<file path="src/rtl/pal_cfg_loader.sv">
// Serializes configuration bytes onto the PAL serial chain (CFG/EN), one bit per clock, SR_LEN bits per load.
// Latency: byte accepted at cycle a shifts on cycles a+1..a+8; DONE one cycle after the last shift (or checksum accept).
// Backpressure: IN_READY is high only in LOAD/CHECK; a held IN_VALID yields one byte every 9 cycles.
//
// Ports:
//   CLK, RES_N           clock (shared with the PAL chain), asynchronous active-low reset
//   START, ABORT         begin a load (IDLE only) / cancel a load in progress (priority over all else)
//   IN_DATA/IN_VALID/IN_READY  byte handshake from the host bridge
//   CFG_EN, CFG_BIT      chain shift enable and serial data (MSB of each byte first)
//   BUSY, DONE, ERR      load in progress, one-cycle completion pulse, sticky checksum error
//
// Optional feature: define PAL_CFG_LOADER_CHECKSUM_EN to require a trailing XOR checksum byte
// (CHECK state); without it ERR is tied low and DONE follows the final shift directly.
// All outputs decode from registered state only, so no input-to-output combinational paths exist.

module pal_cfg_loader #(
   parameter int SR_LEN = 192,
   parameter int DATA_W = 8
) (
   input  logic              CLK,
   input  logic              RES_N,
   input  logic              START,
   input  logic              ABORT,
   input  logic [DATA_W-1:0] IN_DATA,
   input  logic              IN_VALID,
   output logic              IN_READY,
   output logic              CFG_EN,
   output logic              CFG_BIT,
   output logic              BUSY,
   output logic              DONE,
   output logic              ERR
);

   localparam int CNT_W = $clog2(SR_LEN + 1);

   typedef enum logic [2:0] {
      ST_IDLE  = 3'd0,
      ST_LOAD  = 3'd1,
      ST_SHIFT = 3'd2,
`ifdef PAL_CFG_LOADER_CHECKSUM_EN
      ST_CHECK = 3'd3,
`endif
      ST_FIN   = 3'd4
   } state_t;

   state_t           state_q, state_d;
   logic [CNT_W-1:0] cnt_q, cnt_d;       // bits still to be shifted in this load
   logic [7:0]       shreg_q, shreg_d;
   logic [2:0]       bit_q, bit_d;       // bit position within the current byte
   logic             last_bit;

`ifdef PAL_CFG_LOADER_CHECKSUM_EN
   logic [7:0]       csum_q, csum_d;     // XOR of every data byte as received
   logic             err_q, err_d;
`endif

   // The shift in progress is the final one of the whole load.
   assign last_bit = (cnt_q <= CNT_W'(1));

   always_comb begin
      state_d = state_q;
      cnt_d   = cnt_q;
      shreg_d = shreg_q;
      bit_d   = bit_q;
`ifdef PAL_CFG_LOADER_CHECKSUM_EN
      csum_d  = csum_q;
      err_d   = err_q;
`endif
      case (state_q)
         ST_IDLE: begin
            if (START) begin
               cnt_d   = CNT_W'(SR_LEN);
               state_d = ST_LOAD;
`ifdef PAL_CFG_LOADER_CHECKSUM_EN
               csum_d  = 8'h00;
               err_d   = 1'b0;
`endif
            end
         end
         ST_LOAD: begin
            if (ABORT) begin
               state_d = ST_IDLE;
            end else if (IN_VALID) begin
               shreg_d = IN_DATA[7:0];
               bit_d   = 3'd0;
               state_d = ST_SHIFT;
`ifdef PAL_CFG_LOADER_CHECKSUM_EN
               // Includes bits of a partial final byte that never reach the chain.
               csum_d  = csum_q ^ IN_DATA[7:0];
`endif
            end
         end
         ST_SHIFT: begin
            if (ABORT) begin
               state_d = ST_IDLE;
            end else begin
               shreg_d = {shreg_q[6:0], 1'b0};
               bit_d   = bit_q + 3'd1;
               if (cnt_q != '0) begin
                  cnt_d = cnt_q - CNT_W'(1);
               end
               if (last_bit) begin
`ifdef PAL_CFG_LOADER_CHECKSUM_EN
                  state_d = ST_CHECK;
`else
                  state_d = ST_FIN;
`endif
               end else if (bit_q == 3'd7) begin
                  state_d = ST_LOAD;
               end
            end
         end
`ifdef PAL_CFG_LOADER_CHECKSUM_EN
         ST_CHECK: begin
            if (ABORT) begin
               state_d = ST_IDLE;
            end else if (IN_VALID) begin
               if (IN_DATA[7:0] != csum_q) begin
                  err_d = 1'b1;
               end
               state_d = ST_FIN;
            end
         end
`endif
         ST_FIN: begin
            state_d = ST_IDLE;
         end
         default: begin
            state_d = ST_IDLE;
         end
      endcase
   end

   always_ff @(posedge CLK or negedge RES_N) begin
      if (!RES_N) begin
         state_q <= ST_IDLE;
         cnt_q   <= '0;
         shreg_q <= 8'h00;
         bit_q   <= 3'd0;
      end else begin
         state_q <= state_d;
         cnt_q   <= cnt_d;
         shreg_q <= shreg_d;
         bit_q   <= bit_d;
      end
   end

`ifdef PAL_CFG_LOADER_CHECKSUM_EN
   always_ff @(posedge CLK or negedge RES_N) begin
      if (!RES_N) begin
         csum_q <= 8'h00;
         err_q  <= 1'b0;
      end else begin
         csum_q <= csum_d;
         err_q  <= err_d;
      end
   end

   assign ERR      = err_q;
   assign IN_READY = (state_q == ST_LOAD) || (state_q == ST_CHECK);
   assign BUSY     = (state_q == ST_LOAD) || (state_q == ST_SHIFT) || (state_q == ST_CHECK);
`else
   assign ERR      = 1'b0;
   assign IN_READY = (state_q == ST_LOAD);
   assign BUSY     = (state_q == ST_LOAD) || (state_q == ST_SHIFT);
`endif

   assign CFG_EN  = (state_q == ST_SHIFT);
   // Gated so CFG_BIT idles low outside a shift.
   assign CFG_BIT = (state_q == ST_SHIFT) && shreg_q[7];
   assign DONE    = (state_q == ST_FIN);

endmodule

</file>
<file path="config.mk">
export PLATFORM = sky130hd
export DESIGN_NAME = pal_cfg_loader
export DESIGN_NICKNAME = d
export VERILOG_FILES = /design/src/rtl/pal_cfg_loader.sv
export SDC_FILE = /design/constraint.sdc
export NUM_CORES = 1
export LEC_CHECK = 0
export CAP_MARGIN = 20
export CORE_MARGIN = 1
export CORE_UTILIZATION = 56
export CTS_CLUSTER_SIZE = 40
export DETAILED_ROUTE_END_ITERATION = 16
export PLACE_DENSITY = 0.9
export SKIP_LAST_GASP = 1
export SYNTH_ARGS = -nofsm -noshare
export SYNTH_HDL_FRONTEND = slang
export SYNTH_SLANG_ARGS = --single-unit
</file>
<file path="constraint.sdc">
create_clock -name CLK -period 3.4 [get_ports CLK]
set_clock_uncertainty 0.1 [all_clocks]
set_input_delay 0.68 -clock CLK [delete_from_list [all_inputs] [get_ports CLK]]
set_output_delay 0.68 -clock CLK [all_outputs]
set_load 0.05 [all_outputs]
</file>
Word-level counts from Yosys, hierarchy flattened
Cells that the tools add are included.

storage, ports and cells
  register bits = 22
  bits of input ports = 13

cells by class
  add/subtract/negate cells = 2
  order comparisons = 1
  equal/unequal tests = 11
  muxes and demuxes = 19
  reduce and logical (&&, ||, !) cells = 9

operators by type and width
  kind                                                                     number
  8-bit two-way mux                                                        6
  8-bit case mux with 2 select lines                                       2
  3-bit two-way mux                                                        9
  3-bit case mux with 3 select lines                                       1
  8-bit by 1-bit <= comparator with 1-bit output, second input constant    1
  2-bit inequality test, second input constant                             4
  4-bit AND reduction                                                      2
  8-bit nonzero test                                                       1
  8-bit by 1-bit subtractor with 8-bit output, second input constant       1
  3-bit == test, second input constant                                     2
  3-bit case mux with 2 select lines                                       1
  4-bit by 2-bit inequality test with 1-bit output, second input constant  1
  2-bit nonzero test                                                       2
  3-bit by 1-bit adder with 3-bit output, second input constant            1
  3-bit by 1-bit == test with 1-bit output, second input constant          1
  3-bit by 2-bit == test with 1-bit output, second input constant          1
  3-bit logical NOT                                                        1
  3-bit inequality test, second input constant                             1
  3-bit AND reduction                                                      1
  2-bit by 1-bit inequality test with 1-bit output, second input constant  1
  1-bit logical AND                                                        1
  1-bit logical OR                                                         1

Logic depth before layout (Yosys ltp)
  depth in word-level cells = 5
  mapped depth = 6
  depth with buffers taken out = 6

Least setup slack after synthesis
No wires, ideal clock.

  path type = register -> output
  from = register state_q[2]
  to = output port CFG_BIT
  arrival time = 2.149 ns
  data required time = 2.620 ns
  path slack = 0.471 ns
  stages on the path, launching flop included = 6
  path through = dfrtp_1 -> or3b_1 -> buf_6 -> inv_1 -> clkbuf_1 -> and2_1

between the ends
  longest elaborated chain between the ends = 2

ends and longest elaborated chain
  what                                      line  RTL
  start: declaration                        46    state_t state_q, state_d;
  start signal: assignment                  141   state_q <= state_d;
  3-bit by 2-bit == test with 1-bit output  --
  named net CFG_EN                          27    output logic CFG_EN,
  1-bit logical AND                         170   assign CFG_BIT = (state_q == ST_SHIFT) && shreg_q[7];
  end: declaration                          28    output logic CFG_BIT,

The timed path passes the listed nets, and every way through them passes these cells.

Final worst setup path
  from = register state_q[1]
  to = output port CFG_EN

between the ends
  longest elaborated chain between the ends = 1

ends and longest elaborated chain
  what                                      line  RTL
  3-bit by 2-bit == test with 1-bit output  168   assign CFG_EN = (state_q == ST_SHIFT);
  end: declaration                          27

No other way between the ends.

==> flow_summary.json <==
{
  "place_congestion": 0.8065,
  "synthFlopType": "dfrtp_1",
  "start_util_pct": 60.69,
  "synth-xor-area-share_pct": 0.7209,
  "worst-setup-path-type": "register to primary output",
  "synth_top_area_share_pct": 45.31,
  "grt_max_degree": 23,
  "cpPeakStageDelay_ns": 0.87,
  "finalSetupTns_ns": 0,
  "required_ns": 2.62,
  "clk_path_buf_depth": 2,
  "worstPathArrival_ns": 2.33,
  "port-buffer-count": 17,
  "synth_top_family_by_area": "simple AND/OR/NAND/NOR gates",
  "coreArea_um2": 2002,
  "regArea_um2": 550.5,
  "yosysSeqAreaShare_pct": 45.31,
  "synth_cell_types": 37,
  "drc": 0,
  "routed_wl_um": 2658,
  "cts_tree": "yes",
  "synth_edf_count": 0,
  "powerDensity_nw_per_um2": 843.3,
  "yosys_warnings": 0,
  "maxCapViolations": 0,
  "post_cts_buffers": 0,
  "fmax_ghz": 0.3219,
  "rows": 16,
  "synthTopCellsByCount": "22 x dfrtp_1, 18 x nand2_1, 14 x nor2_1",
  "fillCellCount": 153,
  "cts_buffers": 3,
  "slowest_stage": "clkdlybuf4s50_1",
  "fin_util_pct": 73.69,
  "dp.cells": 173,
  "syn2layout_area_growth_pct": 21.42,
  "drt_iter0_markers": 31,
  "clk_pin_slew_ns": 0.12,
  "min_path_type": "register to register",
  "path_max_fanout": 12,
  "synth_mux_area_share_pct": 2.884,
  "syn_nets": 149,
  "vias": 1008,
  "dieWidth_um": 48.58,
  "crit_path_start_kind": "register",
  "cellLeakagePower_nw": 0.6415,
  "avgSynthCellArea_um2": 9.274,
  "synth_simple_gate_area_share_pct": 25.95,
  "synthCells": 131,
  "ant_nets": 0,
  "die_y_um": 48.58,
  "ys_async_sr_fraction_pct": 100.0,
  "run_status": "completed",
  "synth_area_leaders": "dfrtp_1 45%, nand2_1 5.6%, ha_1 5.1%",
  "drt-vias-per-instance": 5.663,
  "cp-end-kind": "primary output",
  "n_antenna_cell": 0,
  "grt_pass1_vias": 1012,
  "io_pins": 19,
  "cts_hold_buffers": 0,
  "synth-seq-cells": 22,
  "layout-drive-gt1-share_pct": 10.60,
  "holdWs_ns": 0.3903,
  "die-area_um2": 2360,
  "cts_sinks": 22,
  "yosysTopAreaCell": "dfrtp_1",
  "grt_pass1_wl_um": 4395,
  "min_period_over_period_pct": 91.37,
  "yosysMostFrequentCell": "dfrtp_1",
  "hold_viol_final": 0,
  "netlist_area_um2": 1215,
  "layoutNonFillerInstCount": 178,
  "rsz0062_at_grt": "no",
  "period_minus_slack_ns": 3.107,
  "grt_usage_pct": 24.27,
  "multi_input_area_um2": 603.1,
  "synth-adder-area-share_pct": 5.149,
  "cts_root_buf": "clkbuf_4",
  "worst_slew_pin_slew_ns": 0.5561,
  "maxSlewHeadroom_pct": 62.62,
  "post_cts_resized": 0,
  "critPathTopFamily": "buffers and inverters",
  "cp_cell_sequence": "or3b_1 -> inv_1 -> clkdlybuf4s50_1",
  "synth_compound_area_share_pct": 14.62,
  "setup_violations": 0,
  "clk_latency_ns": 0.31,
  "critical_path_buf_inv_count": 2,
  "dp_hpwl_um": 1908,
  "routedWlPerCell_um": 14.93,
  "nets": 170,
  "antenna_found_initial": 0,
  "cts_max_level": 1,
  "firstDrtPassIters": 4,
  "grt_overflow": 0,
  "irDropWorstVdd_uv": 533.8,
  "slew_violations": 0
}
through the flow:
stage,power [mW],worst slack [ns],area (um2)
2_1_floorplan,0.9205,0.4710,1215
3_3_place_gp,1.055,0.6881,1411
3_5_place_dp,1.095,0.6733,1411
4_1_cts,1.236,0.3191,1448
5_1_grt,1.328,0.1967,1475
6_report,1.244,0.2933,1475
sequential cells by signal, indices dropped and copies added, names as in the netlist:
register  cells
cnt_q         8
shreg_q       8
bit_q         3
state_q       3
placed cells by master (no fill, tap or decap), types with 2 or more instances in the layout:
cell type / count
nor3_1: 6
dfrtp_1: 22
a31oi_1: 7
mux2i_1: 2
o21a_1: 2
a21oi_1: 8
inv_1: 7
nor2_1: 14
buf_4: 5
or3b_2: 2
o21ai_0: 4
nand4_1: 2
clkbuf_4: 3
nand3_1: 5
clkdlybuf4s50_1: 16
and2_1: 2
ha_1: 5
nor3b_1: 2
nand2_1: 18
final timing paths:
path | end | slack (ns) | cells after the start | startpoint
worst max-delay path | CFG_EN | 0.29 | 3 | state_q[1]
worst min-delay path | bit_q[0] | 0.39 | 1 | bit_q[0]
worst max register to register | cnt_q[1] | 1.16 | 5 | state_q[1]
worst min register to register | bit_q[0] | 0.39 | 1 | bit_q[0]
max in group asynchronous | state_q[0] | 2.35 | 2 | RES_N
min in group asynchronous | cnt_q[7] | 0.48 | 1 | RES_N
cell type report:
class                   instances  area share, %
inverters                       7          1.781
repair buffers                 22          15.27
well taps                      27          2.290
clock buffers                   4          2.460
flip-flops and latches         22          37.32
multi-input cells              96          40.88
cell families (layout without fill, tap and decap cells):
kind of cell	after synthesis	count (layout)
AO/OA/AOI/OAI	26	26
XOR/XNOR	1	1
adder cells (fa/ha/maj)	5	5
buffers and inverters	13	33
flip-flops	22	22
multiplexers	3	3
other	1	1
AND/OR/NAND/NOR	60	60
layer usage:
metal,vias up,track usage [%],wire (um)
met1,475,30.10,1215
met5,-,0,0
li1,502,-,-
met2,27,40.61,1305
met3,4,5.031,112
met4,0,11.27,25
power breakdown:
group | switching, mW | total (mW) | internal (mW) | leakage (nW)
clock network | 0.0796 | 0.145 | 0.0654 | 0.0210
registers | 0.0987 | 0.468 | 0.370 | 0.267
logic | 0.375 | 0.631 | 0.255 | 0.354
Power figures use the tool's default switching activity.
